[config.mk]
export PLATFORM = sky130hd
export DESIGN_NAME = sync_ram_flat
export DESIGN_NICKNAME = d
export VERILOG_FILES = /design/src/rtl/sync_ram_if.sv /design/src/rtl/sync_ram.sv /design/src/flat_wrapper.sv
export SDC_FILE = /design/constraint.sdc
export NUM_CORES = 1
export LEC_CHECK = 0
export ABC_CLOCK_PERIOD_IN_PS = 3000
export CAP_MARGIN = 10
export CORE_MARGIN = 2
export CORE_UTILIZATION = 56
export CTS_BUF_LIST = sky130_fd_sc_hd__clkbuf_2
export CTS_CLUSTER_DIAMETER = 80
export CTS_CLUSTER_SIZE = 12
export DETAILED_ROUTE_END_ITERATION = 8
export GPL_ROUTABILITY_DRIVEN = 0
export GPL_TIMING_DRIVEN = 0
export PLACE_DENSITY = 0.83
export SYNTH_ARGS = -nofsm -noshare
export SYNTH_HDL_FRONTEND = slang
export SYNTH_SLANG_ARGS = --single-unit
[constraint.sdc]
create_clock -name clk -period 3 [get_ports clk]
set_clock_uncertainty 0.05 [all_clocks]
set_input_delay 0.45 -clock clk [delete_from_list [all_inputs] [get_ports clk]]
set_output_delay 0.45 -clock clk [all_outputs]
set_load 0.1 [all_outputs]
[src/rtl/sync_ram_if.sv]
// ---------------------------------------------------------------------------
// sync_ram_if
//   Request/response bundle between a core-side request master and sync_ram.
//
//   Parameters
//     WIDTH  bits per word
//     DEPTH  number of words (address width is derived from it)
//
//   Signals (direction as seen by the RAM, i.e. the slave modport)
//     req_valid  in   request present
//     req_ready  out  RAM accepts a request this cycle
//     req_rw     in   1 = write, 0 = read
//     req_addr   in   binary word address
//     req_data   in   write data
//     clear      in   start a clear sequence (only honoured while idle)
//     busy       out  clear sequence in progress
//     rsp_valid  out  one-cycle pulse per accepted read
//     rsp_data   out  read data, held until the next accepted read
// ---------------------------------------------------------------------------
interface sync_ram_if #(
  parameter int WIDTH = 4,
  parameter int DEPTH = 4
);
  localparam int AW = $clog2(DEPTH);

  logic             req_valid;
  logic             req_ready;
  logic             req_rw;
  logic [AW-1:0]    req_addr;
  logic [WIDTH-1:0] req_data;
  logic             clear;
  logic             busy;
  logic             rsp_valid;
  logic [WIDTH-1:0] rsp_data;

  modport master (
    output req_valid, req_rw, req_addr, req_data, clear,
    input  req_ready, busy, rsp_valid, rsp_data
  );

  modport slave (
    input  req_valid, req_rw, req_addr, req_data, clear,
    output req_ready, busy, rsp_valid, rsp_data
  );
endinterface

[src/rtl/sync_ram.sv]
// ---------------------------------------------------------------------------
// sync_ram
//   Parametrised single-port synchronous RAM with a valid/ready request
//   handshake, a registered read path and a clear sequencer that zeroes every
//   word after reset or on command.
//
//   Parameters
//     WIDTH  bits per word (>= 1)
//     DEPTH  number of words (>= 2); AW = $clog2(DEPTH) is derived
//
//   Ports
//     clk    in   single clock, rising-edge
//     rst_n  in   asynchronous active-low reset
//     bus    sync_ram_if.slave request/response bundle (see sync_ram_if)
// ---------------------------------------------------------------------------
module sync_ram #(
  parameter  int WIDTH = 4,
  parameter  int DEPTH = 4,
  localparam int AW    = $clog2(DEPTH)
) (
  input  logic       clk,
  input  logic       rst_n,
  sync_ram_if.slave  bus
);

  typedef enum logic {
    ST_CLEAR = 1'b0,
    ST_IDLE  = 1'b1
  } state_t;

  localparam logic [AW-1:0] LAST_ADDR = AW'(DEPTH - 1);

  state_t           state, state_nx;
  logic [AW-1:0]    ptr, ptr_nx;
  logic             ready;
  logic             accept;
  logic             wr_en;
  logic             rd_en;
  logic             in_range;
  logic [WIDTH-1:0] rd_word;
  logic             rsp_valid_q;
  logic [WIDTH-1:0] rsp_data_q;

  logic [WIDTH-1:0] mem [DEPTH];

  // -------------------------------------------------------------------------
  // Handshake decode. Ready depends on the state register only, never on
  // req_valid, so a master may use it to decide whether to present a request.
  // -------------------------------------------------------------------------
  assign ready  = (state == ST_IDLE);
  assign accept = bus.req_valid & ready;

  // Out-of-range addresses exist only when DEPTH is not a power of two.
  generate
    if ((1 << AW) == DEPTH) begin : g_full_range
      assign in_range = 1'b1;
    end else begin : g_partial_range
      assign in_range = (bus.req_addr < LAST_ADDR) || (bus.req_addr == LAST_ADDR);
    end
  endgenerate

  assign wr_en   = accept &  bus.req_rw & in_range;
  assign rd_en   = accept & ~bus.req_rw;
  assign rd_word = in_range ? mem[bus.req_addr] : '0;

  // -------------------------------------------------------------------------
  // Clear sequencer: state register.
  // -------------------------------------------------------------------------
  // NOTE: clocked state uses non-blocking (<=) so every register samples the
  // pre-edge values of the others, independent of statement order.
  always_ff @(posedge clk or negedge rst_n) begin
    if (!rst_n) begin
      state <= ST_CLEAR;
      ptr   <= '0;
    end else begin
      state <= state_nx;
      ptr   <= ptr_nx;
    end
  end

  // Clear sequencer: next state. CLEAR walks ptr from 0 to DEPTH-1, one word
  // per cycle; a clear request arriving during CLEAR is ignored.
  always_comb begin
    // NOTE: defaults first so no path leaves a variable unassigned (no latch).
    state_nx = state;
    ptr_nx   = ptr;
    case (state)
      ST_CLEAR: begin
        if (ptr == LAST_ADDR) begin
          state_nx = ST_IDLE;
          ptr_nx   = '0;
        end else begin
          ptr_nx = ptr + 1'b1;
        end
      end
      ST_IDLE: begin
        if (bus.clear) begin
          state_nx = ST_CLEAR;
          ptr_nx   = '0;
        end
      end
      default: begin
        state_nx = ST_CLEAR;
        ptr_nx   = '0;
      end
    endcase
  end

  // -------------------------------------------------------------------------
  // Storage. A request accepted together with clear executes on that edge;
  // the zeroing writes start on the following edge.
  // -------------------------------------------------------------------------
  // NOTE: the array has no reset; the clear sequence that follows every reset
  // establishes its contents, which keeps it mappable to RAM macros.
  always_ff @(posedge clk) begin
    if (state == ST_CLEAR) begin
      mem[ptr] <= '0;
    end else if (wr_en) begin
      mem[bus.req_addr] <= bus.req_data;
    end
  end

  // -------------------------------------------------------------------------
  // Registered read path. rsp_data only moves on an accepted read (or reset);
  // writes, clears and idle cycles leave it holding the last response.
  // -------------------------------------------------------------------------
  always_ff @(posedge clk or negedge rst_n) begin
    if (!rst_n) begin
      rsp_valid_q <= 1'b0;
      rsp_data_q  <= '0;
    end else begin
      rsp_valid_q <= rd_en;
      if (rd_en) begin
        rsp_data_q <= rd_word;
      end
    end
  end

  assign bus.req_ready = ready;
  assign bus.busy      = (state == ST_CLEAR);
  assign bus.rsp_valid = rsp_valid_q;
  assign bus.rsp_data  = rsp_data_q;

endmodule

[src/flat_wrapper.sv]
// flat-port wrapper written by rule: the top's interface ports become plain ports
module sync_ram_flat 
#(
  parameter  int WIDTH = 4,
  parameter  int DEPTH = 4,
  localparam int AW    = $clog2(DEPTH)
)
  (clk, rst_n, bus_req_valid, bus_req_rw, bus_req_addr, bus_req_data, bus_clear, bus_req_ready, bus_busy, bus_rsp_valid, bus_rsp_data);
  sync_ram_if #(.WIDTH(WIDTH), .DEPTH(DEPTH)) bus_i ();
  input  logic clk;
  input  logic rst_n;
  input wire logic [$bits(bus_i.req_valid)-1:0] bus_req_valid;
  input wire logic [$bits(bus_i.req_rw)-1:0] bus_req_rw;
  input wire logic [$bits(bus_i.req_addr)-1:0] bus_req_addr;
  input wire logic [$bits(bus_i.req_data)-1:0] bus_req_data;
  input wire logic [$bits(bus_i.clear)-1:0] bus_clear;
  output wire logic [$bits(bus_i.req_ready)-1:0] bus_req_ready;
  output wire logic [$bits(bus_i.busy)-1:0] bus_busy;
  output wire logic [$bits(bus_i.rsp_valid)-1:0] bus_rsp_valid;
  output wire logic [$bits(bus_i.rsp_data)-1:0] bus_rsp_data;
  assign bus_i.req_valid = bus_req_valid;
  assign bus_i.req_rw = bus_req_rw;
  assign bus_i.req_addr = bus_req_addr;
  assign bus_i.req_data = bus_req_data;
  assign bus_i.clear = bus_clear;
  assign bus_req_ready = bus_i.req_ready;
  assign bus_busy = bus_i.busy;
  assign bus_rsp_valid = bus_i.rsp_valid;
  assign bus_rsp_data = bus_i.rsp_data;
  sync_ram #(.WIDTH(WIDTH), .DEPTH(DEPTH)) u_core (.clk(clk), .rst_n(rst_n), .bus(bus_i));
endmodule
; After elaboration in Yosys (flattened, before gate mapping)
; Memories as Yosys holds them, arrays and structs flattened. A register that Yosys moved wholly into a read port is not among the register bits.
; Index checks and enable logic that the tools add are counted.
; Widths: inputs -> output; s select.
[classes]
n_addsub = 1
multipliers = 0
div_mod_pow = 0
n_lt_le_gt_ge = 0
n_eq_ne = 2
shift = 0
mux = 13
bitwise_logic = 5
reduce_logical = 2
[ops]
columns = op, count
row1 = $mux 1, 7
row2 = $mux 2, 3
row3 = $mux 4, 1
row4 = $pmux 2 s2, 1
row5 = $reduce_or 4->1, 1
row6 = $and 1x1->1, 3
row7 = $add 2x1->2 const B, 1
row8 = $eq 2x2->1 const B, 1
row9 = $ne 2x2->1 const B, 1
row10 = $not 1->1, 2
row11 = $pmux 1 s2, 1
row12 = $logic_not 1->1, 1
[totals]
register_bits = 4
latch_bits = 0
mem_bits_rw = 16
mem_bits_ro = 0
inputBits = 11
out_inout_bits = 7
mem_count = 1
[mem_list]
columns = name, depth, width, read_ports, rd_clocked_by_memory_dff, wr, line_no
row1 = u_core.mem, 4, 4, 1, 1, 1, sync_ram.sv:44  ; logic [WIDTH-1:0] mem [DEPTH];

; Depth between registers and ports, before layout
; Gate-level depths: netlist (run 1).
[logic_depth]
ltp_word = 7
ltp_mapped = 4
mapped_depth_nobuf = 3

; Least setup slack after synthesis (run 1)
; Ideal clock, no wire load.
[synth_path]
path_type = register -> register
from = register u_core.state, in the netlist u_core.bus.req_ready
to = memory u_core.mem[3][0] (enable)
arrival_ns = 1.860
required_time_ns = 2.589
setup_slack_ns = 0.728
stages_incl_launch_ff = 5
path_cell_list = dfrtp_1 -> buf_2 -> and3_1 -> nand2_1 -> o21ai_0
[synth_between]
elab_chain_len = 7
word_cells_on_any_way = 9
classes_between = mux: 6 / bitwise: 2 / reduce/logical: 1
[synth_lines]
columns = item, line_no
row1 = "start, declared", sync_ram.sv:33  ; state_t state, state_nx;
row2 = "start signal, assigned", sync_ram.sv:76  ; state <= state_nx;
row3 = $and 1x1->1, sync_ram.sv:51  ; assign accept = bus.req_valid & ready;
row4 = $and 1x1->1, sync_ram.sv:62  ; assign wr_en = accept & bus.req_rw & in_range;
row5 = $mux 1, sync_ram.sv:118  ; end else if (wr_en) begin
row6 = $mux 1, sync_ram.sv:116  ; if (state == ST_CLEAR) begin
row7 = $mux 1 (not written as such), sync_ram.sv:119  ; mem[bus.req_addr] <= bus.req_data;
row8 = $reduce_or 4->1 (no line), n/a
row9 = $mux 2 (no line) or $mux 1 (tied branches), n/a
row10 = "end, declared", sync_ram.sv:44
; Several ways; a longest one is shown, not always the timed one.

; Final worst setup path (run 1)
[layout_path]
from = register u_core.state, in the netlist u_core.bus.req_ready
to = output bus_busy
[layout_between]
elab_chain_len = 1
[layout_lines]
columns = item, line_no
row1 = $not 1->1, n/a
row2 = "end, declared", flat_wrapper.sv:18  ; output wire logic [$bits(bus_i.busy)-1:0] bus_busy;
; No other way between the ends.

==> metrics list, run 1 <==
* Total of hold buffers inserted after clock tree synthesis: 0
- TritonCTS built the clock tree.
- Once detailed placement completed, the half-perimeter wirelength came to 1170 um.
- After clock tree synthesis, the setup repair step added 0 buffers.
* Number of warnings issued by yosys: 0
* Compound-gate portion of the synthesized area: 4.57%
- After clock tree synthesis, the repair step resized 0 gates.
- Entering global routing, the biggest net connects 14 pins.
* Post-detailed-route count of antenna-violating nets: 0
- Final setup violating endpoints: 0
* Iteration-0 DRC Markers: 6
* Clock transition time at the flip-flop clock pins of the worst setup and hold paths: 0.22 ns
- The setup check on the worst reg-to-reg path leaves a slack of roughly 1.1 ns.
- The clock drives 24 sinks.
- Synthesis produced a netlist with a net count of 75.
- Root Buffer: sky130_fd_sc_hd__clkbuf_2
- Post-synthesis instance total: 63
* Maximum achievable frequency: 0.384 GHz
- Setup repair after global routing left no endpoint under its margin.
- Critical path startpoint category: register
* Number of buffers and inverters on the critical path: 3
- For this design the static power due to leakage is 0.460 nW.
* I/O pin cnt: 18
* Number of levels the H-tree was split into: 1
- Required time of the worst setup path: between 2 and 3 ns
* Initial core utilization: 59.3%
- By startpoint and endpoint, the worst setup path is classified as reg2out.
- Residual DRC count: 0
- Setup TNS Final: 0 ns
- Non-filler instance count after layout: 108
- In this run the worst path has a maximum fanout of 10.
* Core footprint: 1710 um2
* Area growth, synth to finish: 20.8%
- Summed over all layers, the routed wires come to 1560 um.
* Detail-routed via count per cell: roughly 5.4
* Number of buffers created by CTS: 3
- Among cell families on the critical path, the largest total delay comes from buffers and inverters.
- Summing the sequential cell areas from Yosys gives 67.2% of the chip area.
* Most used cells in the layout excluding fill and tap cells: sky130_fd_sc_hd__clkdlybuf4s50_1, sky130_fd_sc_hd__edfxtp_1, sky130_fd_sc_hd__dfrtp_1, sky130_fd_sc_hd__nand2_1
- Clk_lat worst skew: slightly above 0.3 ns
- The floorplan step defined a die boundary enclosing 2160 um2.
* Initial DRT Pass Iterations: 4
- After global routing the overflow that remains totals 0.
- The number of placed instances, taps included, is 104.
- For this design, the slowest cell found on the critical path is sky130_fd_sc_hd__clkdlybuf4s50_1.
* Mux share of post-synthesis cell area: 14.8%
- Startpoint of the most critical register-to-register path: u_core.bus.req_ready$_DFF_PN0_
- The run finished with clean final reports.
- The clock passes through at most 2 buffers.
* Number of port buffers: 16
- DR WL/cell: about 14 um
- For the pin with the worst max-slew slack, the measured transition is roughly 0.96 ns.
- Diodes inserted: 0
- In the final layout, the share of cells above drive strength 1 is 18.1%.
* Arrival time of data at the critical path endpoint: around 2.1 ns
- Ordered cell list for the critical path: buf_2 > inv_1 > clkdlybuf4s50_1
- Slew headroom: approximately 36%
- The final max-slew violation count is 0.
* Register bit count reported by yosys: 24
* Syn Area/Cell: 16.1 um2
- Counting cells, the worst reg-to-reg path comes to 4.
- For this run, the slowest stage of the critical path takes around 1.1 ns.
* Final count of hold timing violations: 0
* Yosys cell types: 21
- The initial antenna violation count came to 0.
- Summing the areas of all fa, ha and maj instances in the mapped netlist gives approximately 1.2% of the synthesized area.
- Power density of the placed cells: 1080 nW/um2
- Dominant combinational cell family by area after synthesis: multiplexers
- VDD sags by at most 0.529 mV.
- The worst setup path is captured at an output pin.
* Synthesized-area fraction occupied by xor and xnor cells: 0%
- The tool flagged a number of max-cap violations equal to 0.
- DIE WIDTH: 46.5 um
- Synthesized cell area: 1010 um2
- Vertical die dimension: 46.5 um
- The synthesized netlist devotes 9.77% of its cell area to simple gates.
- NumNets Final: 96
- Reg-to-reg endpoint: u_core.mem[3][0]$_DFFE_PP_
* Global-route usage over all layers: 16.8%
- The via count of the first global-routing pass was 521.
- Dividing the final minimum period by the clock period gives 86.7%.
- The worst hold path belongs to the class in2async.
- Time the worst path needs with I/O delays and setup: 2.60 ns
* Total number of vias: 581
- The first global-routing pass estimated 2370 um of wire.
* Cell row count: 15
==> cell families after synthesis <==
group	count (synthesis)
AOI/OAI and AO/OA	7
adders and majority gates	1
buffers and inverters	4
DFF	24
muxes	8
and+or+nand+nor	19
==> stage by stage <==
| step | util [%] | hold slack, ns | area [um2] | power, mW | worst slack [ns] |
|---|---|---|---|---|---|
| after global routing | 71.6 | 0.301 | 1220 | 1.38 | 0.302 |
| final | 71.6 | 0.305 | 1220 | 1.32 | 0.398 |
| after detailed placement | 70.5 | 0.444 | 1200 | 1.21 | 0.664 |
| after floorplan | - | 0.104 | 1010 | 1.06 | 0.728 |
| after CTS | 71.6 | 0.313 | 1220 | 1.32 | 0.381 |
| after global placement | 70.5 | 0.446 | 1200 | 1.20 | 0.667 |
==> cell type report <==
type	instances	area [um2]
Inverter	2	7.51
Tap cell	25	31.3
Fill cell	115	485
Buffer	2	16.3
Clock inverter	1	3.75
Sequential cell	24	681
Multi-Input combinational cell	35	308
Clock buffer	3	15.0
Timing Repair Buffer	16	160
==> synth_stat cells <==
library cell,count,area [um2]
sky130_fd_sc_hd__nor2_2,1,6.26
sky130_fd_sc_hd__o21ai_0,2,10.0
sky130_fd_sc_hd__dfrtp_1,8,200
sky130_fd_sc_hd__mux2_4,4,60.1
sky130_fd_sc_hd__and3_1,1,6.26
sky130_fd_sc_hd__o2bb2ai_1,3,26.3
sky130_fd_sc_hd__nand2_1,6,22.5
sky130_fd_sc_hd__nor2b_1,1,6.26
sky130_fd_sc_hd__a21oi_1,1,5.00
sky130_fd_sc_hd__nor2b_2,1,8.76
sky130_fd_sc_hd__mux4_2,4,90.1
sky130_fd_sc_hd__or3_1,1,6.26
sky130_fd_sc_hd__inv_1,2,7.51
sky130_fd_sc_hd__o21ai_1,1,5.00
sky130_fd_sc_hd__edfxtp_1,16,480
sky130_fd_sc_hd__nor2_1,3,11.3
sky130_fd_sc_hd__nand2b_1,1,6.26
sky130_fd_sc_hd__ha_1,1,12.5
sky130_fd_sc_hd__buf_2,1,5.00
sky130_fd_sc_hd__and2_1,4,25.0
sky130_fd_sc_hd__buf_6,1,11.3
==> registers in the layout, summed over array words and instances (netlist names) <==
signal and count:
u_core.mem 16, u_core.bus.rsp_valid 1, u_core.bus.rsp_data 4, u_core.bus.req_ready 1
u_core.ptr 2
==> report_power, final <==
part           switching (mW)  internal, mW
Sequential             0.0477         0.489
Clock                  0.0896        0.0290
Combinational           0.462         0.201
==> per-layer routing <==
metal  up-vias  global-route usage (%)  part of all wire, %
li1        274                       -                    -
met1       284                    21.7                   44
met2        21                    27.5                   49
met3         2                    2.35                  5.1
met4         0                    8.57                  1.4
met5         -                       0                    0
==> worst max path at each step <==
stage	cells past startpoint	start	slack, ns	to
CTS	3	u_core.bus.req_ready$_DFF_PN0_	0.38	bus_busy
finish	3	u_core.bus.req_ready$_DFF_PN0_	0.40	bus_busy
detailed placement	4	bus_req_rw	0.66	u_core.mem[3][1]$_DFFE_PP_
global placement	4	bus_req_rw	0.67	u_core.mem[3][1]$_DFFE_PP_
floorplan	4	u_core.bus.req_ready$_DFF_PN0_	0.73	u_core.mem[3][0]$_DFFE_PP_
global route	3	u_core.bus.req_ready$_DFF_PN0_	0.30	bus_busy
No activity file was read; power rests on OpenSTA's default activity.
==> run 2, diff against run 1 <==
Settings changed: CTS_BUF_LIST sky130_fd_sc_hd__clkbuf_2 to sky130_fd_sc_hd__clkbuf_4.
==> metrics list, run 2 (synthesized netlist as in run 1, its figures left out) <==
- Number of buffers created by CTS: 3 (unchanged)
* Crit share post-route: 85.5% (-1.2 points)
- Worst slack after detailed placement: 0.664 ns (unchanged)
* Post-placement cell area: 1200 um2 (unchanged)
- HP Class: in2async
- Most used cells in the layout excluding fill and tap cells: sky130_fd_sc_hd__clkdlybuf4s50_1, sky130_fd_sc_hd__edfxtp_1, sky130_fd_sc_hd__dfrtp_1, sky130_fd_sc_hd__nand2_1
* Share of total power in combinational logic: 49.5% (-0.8 points)
- Standby leakage power: 0.461 nW (+0.29%)
- CTS-repair resized insts: 0 (unchanged)
- The cell-internal power is 739 uW (+2.8%).
- Ranked by flip-flop count, first place goes to u_core.mem.
- Residual DRC count: 0 (unchanged)
- Overflow left after global routing: 0 (unchanged)
* NumNets Final: 96 (unchanged)
- The number of sinks handled by clock tree synthesis is 24 (unchanged).
* I/O pin cnt: 18 (unchanged)
* Via count of the first global-routing pass: 524 (+0.58%)
- Number of buffers and inverters on the critical path: 3 (unchanged)
* Maximum achievable frequency: 0.390 GHz (+1.4%)
- Iteration-0 DRC Markers: 8 (+2)
* Class of the most critical setup path: reg2out
- The width of the chip is 46.5 um (unchanged).
- Initial DRT Pass Iterations: 4 (unchanged)
- Area growth, synth to finish: 21.5%
- The HPWL after detailed placement was 1170 um (unchanged).
- The highest cell delay on the worst timing path came to 1.12 ns (about the same).
* Setup fix buffers added after clock tree synthesis: 0 (unchanged)
- The final max-slew violation count is 0 (unchanged).
* CP max-delay cell: sky130_fd_sc_hd__clkdlybuf4s50_1
* Root Buffer: sky130_fd_sc_hd__clkbuf_4
* Part of the total power dissipated in sequential elements: 40.1% (-0.6 points)
* Arrival time of data at the critical path endpoint: 2.07 ns (-0.03 ns)
- Ordered cell list for the critical path: buf_2 > inv_1 > clkdlybuf4s50_1
- The standard-cell row count came to 15 (unchanged).
* Number of levels the H-tree was split into: 1 (unchanged)
* Total number of vias: 580 (-0.17%)
- The largest fanout on the critical path came to 10 (unchanged).
- Number of flip-flops in the largest register: 16 (unchanged)
- The share of final-layout standard cells stronger than drive strength 1 was 18.1% (unchanged).
- Max Cap Viol: 0 (unchanged)
* Maximum count of clock buffers along a single path: 2 (unchanged)
* Drt total wl: 1540 um (-1.7%)
- Setup TNS Final: 0 ns (unchanged)
- The actual slew at the worst max-slew pin was 0.963 ns (+0.000000119 ns).
- The switching portion of total power came to 44.7% (-0.72 points).
- Global-route usage over all layers: 16.3% (-0.50 points)
* Final worst setup slack: 0.435 ns (+0.0367 ns)
- Setup repair after global routing left no endpoint under its margin.
- Final setup violating endpoints: 0 (unchanged)
- The placeable core region came to 1710 um2 (unchanged).
- Number of port buffers: 16 (unchanged)
- The share of the core filled with cells came to 72.0% (+0.44 points).
- The post-layout instance area is 1230 um2 (+0.61%).
- CTS tree: built
- The worst vdd rail ir drop came to 0.585 mV (+11%).
- Pin count of the biggest net entering global routing: 14 (unchanged)
- The worst setup path is launched from a register.
* Die area: 2160 um2 (unchanged)
- The post-route minimum period was 2.57 ns (-0.0367 ns).
- The clock-pin slew on the worst setup and hold paths was 0.13 ns (-0.09 ns).
- In this design, the largest share of critical-path delay is due to buffers and inverters.
* Vertical die dimension: 46.5 um (unchanged)
* Detail-routed via count per cell: 5.37 (-0.17%)
- The switching component of the power is 598 uW (-0.11%).
* Clk_lat worst skew: 0.29 ns (-0.02 ns)
* Diodes inserted: 0 (unchanged)
- The worst slew margin relative to its limit is 35.6% (unchanged).
* Status: finished, final reports clean
- Proportion of power drawn by the clock network: 10.3% (+1.3 points)
- Setup crit end kind: output pin
- The number of hold violations in the final report came to 0 (unchanged).
- Power density of the placed cells: 1090 nW/um2 (+0.87%)
* DR WL/cell: 14.2 um (-1.7%)
* Total of hold buffers inserted after clock tree synthesis: 0 (unchanged)
- The initial antenna violation count was 0 (unchanged).
- The endpoint required time on the critical path was 2.50 ns (about the same).
- Wire length of the first global-routing pass: 2360 um (-0.59%)
- Initial core utilization: 59.3% (unchanged)
* Post-detailed-route count of antenna-violating nets: 0 (unchanged)
[run 2: cell types whose count changed in the layout (fill, tap and decap cells not counted)]
cell                       before  now
sky130_fd_sc_hd__clkbuf_4       0    3
sky130_fd_sc_hd__clkbuf_2       3    0
[run 2: final timing paths]
kind | start | end | slack (ns) | cells after the start
min in group clk | u_core.bus.rsp_data[2]$_DFFE_PN0P_ | u_core.bus.rsp_data[2]$_DFFE_PN0P_ | 0.48 | 1
max reg2reg | u_core.bus.req_ready$_DFF_PN0_ | u_core.mem[3][3]$_DFFE_PP_ | 1.05 | 4
max | u_core.bus.req_ready$_DFF_PN0_ | bus_busy | 0.43 | 3
min reg2reg | u_core.bus.rsp_data[2]$_DFFE_PN0P_ | u_core.bus.rsp_data[2]$_DFFE_PN0P_ | 0.48 | 1
min | rst_n | u_core.bus.rsp_valid$_DFF_PN0_ | 0.34 | 1
max in group asynchronous | rst_n | u_core.bus.rsp_data[3]$_DFFE_PN0P_ | 2.29 | 1
[run 2: cell type report]
cell class,count,area [um2]
Sequential cell,24,681
Fill cell,113,478
Multi-Input combinational cell,35,308
Timing Repair Buffer,16,160
Tap cell,25,31.3
Clock buffer,3,22.5
Buffer,2,16.3
Inverter,2,7.51
Clock inverter,1,3.75
[run 2: power by group through the flow]
| stage | clock network, mW | logic, mW | registers (mW) |
|---|---|---|---|
| 6_report | 0.138 | 0.662 | 0.537 |
| 5_1_grt | 0.156 | 0.699 | 0.550 |
| 4_1_cts | 0.142 | 0.667 | 0.538 |
| 3_5_place_dp | 0 | 0.666 | 0.546 |
| 3_3_place_gp | 0 | 0.657 | 0.539 |
| 2_1_floorplan | 0 | 0.261 | 0.794 |
[run 2: metrics by stage]
stage               cells  hold slack [ns]  total power [mW]
finish                108            0.344              1.34
global route          108            0.363              1.41
CTS                   108            0.355              1.35
detailed placement    104            0.444              1.21
global placement      104            0.446              1.20
floorplan              63            0.104              1.06
[run 2: per-layer routing]
| metal | vias up | track usage, % | share of wire, % |
|---|---|---|---|
| li1 | 275 | - | - |
| met1 | 281 | 21.5 | 44 |
| met2 | 24 | 27.8 | 50 |
| met3 | 0 | 2.35 | 5.6 |
| met4 | 0 | 5.14 | 0 |
| met5 | - | 0 | 0 |
==> run 3, diff against run 2 <==
--- a/constraint.sdc
+++ b/constraint.sdc
@@ -4,2 +4,2 @@
 set_output_delay 0.45 -clock clk [all_outputs]
-set_load 0.1 [all_outputs]
+set_load 0.01 [all_outputs]
==> results of run 3 <==
Same layout as run 2 (identical final DEF). Status: finished, final reports clean.
Main changes from that run: setup slack after layout 0.435 ns -> 0.976 ns; start point of the critical path u_core.bus.req_ready$_DFF_PN0_ -> bus_req_rw; end point of the critical path bus_busy -> u_core.mem[3][3]$_DFFE_PP_; total power 1.34 mW -> 1.04 mW; worst IR drop on VDD 0.585 mV -> 0.558 mV
